## config.mk

```make
export PLATFORM = sky130hd
export DESIGN_NAME = output_argmax_flat
export DESIGN_NICKNAME = d
export VERILOG_FILES = /design/src/rtl/nn_pkg.sv /design/src/rtl/output_argmax_if.sv /design/src/rtl/top2_update.sv /design/src/rtl/output_argmax.sv /design/src/flat_wrapper.sv
export SDC_FILE = /design/constraint.sdc
export NUM_CORES = 2
export LEC_CHECK = 0
export BUFFER_PORTS_ARGS = -buffer_cell sky130_fd_sc_hd__buf_4
export CORE_ASPECT_RATIO = 1.2
export CORE_MARGIN = 1.5
export CORE_UTILIZATION = 58
export CTS_CLUSTER_DIAMETER = 40
export DETAILED_ROUTE_END_ITERATION = 10
export PLACE_DENSITY = 0.81
export SYNTH_ARGS = -nofsm -noshare
export SYNTH_HDL_FRONTEND = slang
export SYNTH_SLANG_ARGS = --single-unit
export TNS_END_PERCENT = 50
```

## constraint.sdc

```tcl
create_clock -name clk -period 12.88 [get_ports clk]
set_input_delay 1.288 -clock clk [delete_from_list [all_inputs] [get_ports clk]]
set_output_delay 1.288 -clock clk [all_outputs]
set_load 0.01 [all_outputs]
```

## src/rtl/nn_pkg.sv

```systemverilog
// Shared constants and types for the network output stage.
// Score width matches the output-layer accumulator width.
package nn_pkg;

    localparam int unsigned CLASS_NUM   = 10;
    localparam int unsigned SCORE_WIDTH = 48;
    localparam int unsigned IDX_WIDTH   = $clog2(CLASS_NUM);

    typedef logic signed [SCORE_WIDTH-1:0] score_t;
    typedef logic [IDX_WIDTH-1:0]          class_idx_t;
    typedef logic [SCORE_WIDTH:0]          margin_t;

    typedef enum logic [1:0] {
        IDLE,
        SCAN,
        DONE
    } argmax_state_e;

    localparam score_t SCORE_MIN = {1'b1, {(SCORE_WIDTH - 1){1'b0}}};

endpackage

```

## src/rtl/output_argmax_if.sv

```systemverilog
// Score-vector input and classification-result output handshakes of output_argmax.
// master is the upstream/consumer side, slave is the classifier.
interface output_argmax_if;
    import nn_pkg::*;

    logic       in_valid;
    logic       in_ready;
    score_t     scores [CLASS_NUM];
    logic       out_valid;
    logic       out_ready;
    class_idx_t class_idx;
    score_t     top_score;
    margin_t    margin;
    logic       busy;

    modport master (
        output in_valid,
        output scores,
        output out_ready,
        input  in_ready,
        input  out_valid,
        input  class_idx,
        input  top_score,
        input  margin,
        input  busy
    );

    modport slave (
        input  in_valid,
        input  scores,
        input  out_ready,
        output in_ready,
        output out_valid,
        output class_idx,
        output top_score,
        output margin,
        output busy
    );

endinterface

```

## src/rtl/top2_update.sv

```systemverilog
// One step of the running top-2 search: folds score s (class k) into best/second.
// Strict compares keep the lowest index on ties.
module top2_update
    import nn_pkg::*;
(
    input  score_t     best,
    input  score_t     second,
    input  class_idx_t best_idx,
    input  score_t     s,
    input  class_idx_t k,
    output score_t     best_nxt,
    output score_t     second_nxt,
    output class_idx_t best_idx_nxt
);

    always_comb begin
        best_nxt     = best;
        second_nxt   = second;
        best_idx_nxt = best_idx;
        if (s > best) begin
            second_nxt   = best;
            best_nxt     = s;
            best_idx_nxt = k;
        end else if (s > second) begin
            second_nxt = s;
        end
    end

endmodule

```

## src/rtl/output_argmax.sv

```systemverilog
// Sequential top-2 argmax: captures a score vector, scans one class per cycle,
// then presents class index, top score and top1-top2 margin until accepted.
module output_argmax
    import nn_pkg::*;
(
    input logic             clk,
    input logic             rst_n,
    output_argmax_if.slave  bus
);

    localparam class_idx_t K_LAST = class_idx_t'(CLASS_NUM - 1);

    argmax_state_e state_q, state_d;
    score_t        score_buf_q [CLASS_NUM];
    score_t        score_buf_d [CLASS_NUM];
    class_idx_t    k_q, k_d;
    score_t        best_q, best_d;
    score_t        second_q, second_d;
    class_idx_t    best_idx_q, best_idx_d;
    class_idx_t    class_idx_q, class_idx_d;
    score_t        top_score_q, top_score_d;
    margin_t       margin_q, margin_d;

    score_t        upd_best;
    score_t        upd_second;
    class_idx_t    upd_idx;

    top2_update u_top2_update (
        .best         (best_q),
        .second       (second_q),
        .best_idx     (best_idx_q),
        .s            (score_buf_q[k_q]),
        .k            (k_q),
        .best_nxt     (upd_best),
        .second_nxt   (upd_second),
        .best_idx_nxt (upd_idx)
    );

    always_comb begin
        state_d     = state_q;
        score_buf_d = score_buf_q;
        k_d         = k_q;
        best_d      = best_q;
        second_d    = second_q;
        best_idx_d  = best_idx_q;
        class_idx_d = class_idx_q;
        top_score_d = top_score_q;
        margin_d    = margin_q;
        unique case (state_q)
            IDLE: begin
                if (bus.in_valid) begin
                    score_buf_d = bus.scores;
                    best_d      = bus.scores[0];
                    best_idx_d  = '0;
                    second_d    = SCORE_MIN;
                    k_d         = class_idx_t'(1);
                    state_d     = SCAN;
                end
            end
            SCAN: begin
                best_d     = upd_best;
                second_d   = upd_second;
                best_idx_d = upd_idx;
                k_d        = k_q + class_idx_t'(1);
                if (k_q == K_LAST) begin
                    state_d     = DONE;
                    class_idx_d = upd_idx;
                    top_score_d = upd_best;
                    // One extra bit so best - SCORE_MIN cannot wrap into the sign.
                    margin_d    = {upd_best[SCORE_WIDTH-1], upd_best}
                                - {upd_second[SCORE_WIDTH-1], upd_second};
                end
            end
            DONE: begin
                if (bus.out_ready) begin
                    state_d = IDLE;
                end
            end
            default: state_d = IDLE;
        endcase
    end

    always_ff @(posedge clk or negedge rst_n) begin
        if (!rst_n) begin
            state_q     <= IDLE;
            k_q         <= '0;
            best_q      <= '0;
            second_q    <= '0;
            best_idx_q  <= '0;
            class_idx_q <= '0;
            top_score_q <= '0;
            margin_q    <= '0;
            for (int i = 0; i < CLASS_NUM; i++) begin
                score_buf_q[i] <= '0;
            end
        end else begin
            state_q     <= state_d;
            k_q         <= k_d;
            best_q      <= best_d;
            second_q    <= second_d;
            best_idx_q  <= best_idx_d;
            class_idx_q <= class_idx_d;
            top_score_q <= top_score_d;
            margin_q    <= margin_d;
            score_buf_q <= score_buf_d;
        end
    end

    assign bus.in_ready  = (state_q == IDLE);
    assign bus.busy      = (state_q != IDLE);
    assign bus.out_valid = (state_q == DONE);
    assign bus.class_idx = class_idx_q;
    assign bus.top_score = top_score_q;
    assign bus.margin    = margin_q;

endmodule
```

## src/flat_wrapper.sv

```systemverilog
// flat-port wrapper written by rule: the top's interface ports become plain ports
module output_argmax_flat import nn_pkg::*;
  (clk, rst_n, bus_in_valid, bus_scores, bus_out_ready, bus_in_ready, bus_out_valid, bus_class_idx, bus_top_score, bus_margin, bus_busy);
  output_argmax_if bus_i ();
  input logic clk;
  input logic rst_n;
  input wire logic [$bits(bus_i.in_valid)-1:0] bus_in_valid;
  input wire logic [$bits(bus_i.scores)-1:0] bus_scores;
  input wire logic [$bits(bus_i.out_ready)-1:0] bus_out_ready;
  output wire logic [$bits(bus_i.in_ready)-1:0] bus_in_ready;
  output wire logic [$bits(bus_i.out_valid)-1:0] bus_out_valid;
  output wire logic [$bits(bus_i.class_idx)-1:0] bus_class_idx;
  output wire logic [$bits(bus_i.top_score)-1:0] bus_top_score;
  output wire logic [$bits(bus_i.margin)-1:0] bus_margin;
  output wire logic [$bits(bus_i.busy)-1:0] bus_busy;
  assign bus_i.in_valid = bus_in_valid;
  assign bus_i.scores = {>>{bus_scores}};
  assign bus_i.out_ready = bus_out_ready;
  assign bus_in_ready = bus_i.in_ready;
  assign bus_out_valid = bus_i.out_valid;
  assign bus_class_idx = bus_i.class_idx;
  assign bus_top_score = bus_i.top_score;
  assign bus_margin = bus_i.margin;
  assign bus_busy = bus_i.busy;
  output_argmax u_core (.clk(clk), .rst_n(rst_n), .bus(bus_i));
endmodule
```

==> reports/results.ini <==
[die]
die_w_microns=233
core_region_area_sq_um=63100
ios=588
num_rows=101
dieHeight_microns=279
die-area_sq_um=65200
start_util_pct=58.6

[clock_tree]
cts.clk_slew.worst_paths_ns=0.06
postCtsSetupBuffers=0
worstSkewPairLatency_ns=0.65
post_cts_resized=0
holdBufCountCts=0
cts.sinks=687
cts-root-buf=clkbuf_16
cts_tree=built
numCtsBuffers=87
clock_path_buffers=3
htree_levels=3

[flow_run]
drv_cap=0

[drt]
viasPerCell=6.05
drc_errors=0
wl_per_cell_microns=22.3
vias=34200
drt_iter0_drc=4245
drtPass1Iterations=6
wirelength_mm=126
ant_nets=0

[place]
dp_hpwl_mm=89.6
place_area_sq_um=41700
gp_congestion=0.968
place_ws_ns=3.24
io_buffers=587

[synth]
yosysWarnings=0
syn_avg_cell_area_sq_um=8.59
synthArstFlopShare_pct=100
yosysSeqAreaShare_pct=46.6
synth_area_sq_um=36900
yosysTopAreaCellShare_pct=46.6
synth_area_leaders=dfrtp_1, nand2_1, mux4_2
ys_ff_latch=687
synth_edf_count=0
yosysUniqueCellTypes=84
post-synth-top-area-cell=dfrtp_1
synthFlopType=dfrtp_1
syn_inst=4301
synthesis.nets=4906

[cells_and_area]
regArea_sq_um=17200
nets=5348
drive_above_1_share_pct=20.0
layout_common_cells=nand2_1, dfrtp_1, buf_4
final_area_sq_um=44600
fillCellCount=4834
syn2layout_area_growth_pct=20.7
multi_input_area_sq_um=18200
final_common_cell=nand2_1

[setup_path]
cp.arrival_ns=10.50
critPathKind=register to register
max_stage_delay_ns=0.86
critPathLaunchType=register
path_max_fanout=162
cp.required_ns=13.38
cp_slowest_cell=nor2_4
endpoint_kind=register

[sta]
finalCritPeriodShare_pct=77.7
finalSetupTns_ns=0
layout_min_cycle_time_ns=10.00
report.final.hold_viol_count=0
finalSetupViolations=0
rsz0062_at_grt=no
max-slew-margin-rel_pct=13.1
worst_slew_pin_slew_ns=1.30
timing.fmax_mhz=100
worst_slack_ns=2.88
drv_slew=0
finClkSkew_ns=0.0209

[grt]
grt_pass1_wl_mm=191
first_global_vias=32900
grt-ovfl-total=0
grt_antenna_before_repair=19
grt_max_degree=198
grt_usage_pct=38.6

[status]
outcome=complete, no violations

[hold_path]
hold_path_class=register to register

[area by class of cell]
| cell class | count | area share [%] |
|---|---|---|
| Multi-Input combinational cell | 3200 | 40.7 |
| Sequential cell | 687 | 38.6 |
| Timing Repair Buffer | 622 | 10.6 |
| Clock buffer | 107 | 5.28 |
| Tap cell | 824 | 2.31 |
| Inverter | 145 | 1.22 |
| Clock inverter | 52 | 1.19 |
| Antenna cell | 12 | 0.0674 |
[state kept, by name (all words and copies together) (netlist names)]
name and count:
u_core.best_idx_q 4, u_core.best_q 48, u_core.bus.class_idx 4, u_core.bus.margin 49
u_core.bus.top_score 48, u_core.k_q 4, u_core.score_buf_q 480, u_core.second_q 48
u_core.state_q 2
[stage by stage]
stage          instances  hold WS [ns]  util [%]
4_1_cts             5637         0.472      70.7
3_5_place_dp        5478         0.457      66.1
6_report            5649         0.471      70.7
5_1_grt             5649         0.488      70.7
2_1_floorplan       4301         0.440         -
3_3_place_gp        5478         0.450      66.1
[worst max-delay path: cells and delay by family, from the launching register on]
family	cells	cell delay, ns
buffers and inverters	4	1.61
adders and majority gates	2	0.63
DFF	1	0.41
and+or+nand+nor	7	2.30
AOI/OAI and AO/OA	13	4.11
muxes	2	0.65
[final timing paths]
kind | start | end | slack, ns | cells past startpoint
worst min register to register | u_core.score_buf_q[57] | u_core.score_buf_q[57] | 0.47 | 2
worst min-delay path | u_core.score_buf_q[57] | u_core.score_buf_q[57] | 0.47 | 2
max in group asynchronous | rst_n | u_core.bus.top_score[5] | 9.71 | 3
worst max-delay path | u_core.k_q[3] | u_core.bus.margin[45] | 2.88 | 28
min in group asynchronous | rst_n | u_core.score_buf_q[169] | 0.74 | 1
worst max register to register | u_core.k_q[3] | u_core.bus.margin[45] | 2.88 | 28
[logic make-up (layout without fill, tap and decap cells)]
logic type	Yosys count	after routing	synth area share, %
compound gates	753	753	12.6
xor+xnor	62	62	1.49
fa+ha+maj	136	136	4.53
buf+inv	414	926	4.39
flops	687	687	46.6
mux	166	166	7.99
other cells	0	12	0
simple gates	2083	2083	22.5
[metal layers]
metal / part of all wire (%) / track usage [%] / up-vias
met5: 0.079 / 0 / -
met4: 6.1 / 22.4 / 14
met3: 10 / 7.35 / 361
met2: 46 / 58.0 / 2016
met1: 38 / 52.3 / 16400
li1: - / - / 15400
[cells in the mapped netlist, drive strengths merged (53+ instances only)]
| master | instances |
|---|---|
| ha | 120 |
| clkbuf | 225 |
| nor2 | 130 |
| o21ai | 253 |
| inv | 142 |
| a21oi | 215 |
| mux2 | 53 |
| nand3 | 98 |
| a221oi | 53 |
| mux4 | 96 |
| dfrtp | 687 |
| nand2 | 1722 |
Power is not shown: default switching activity piles up to over one toggle a cycle in this logic, so the estimate is an artifact.
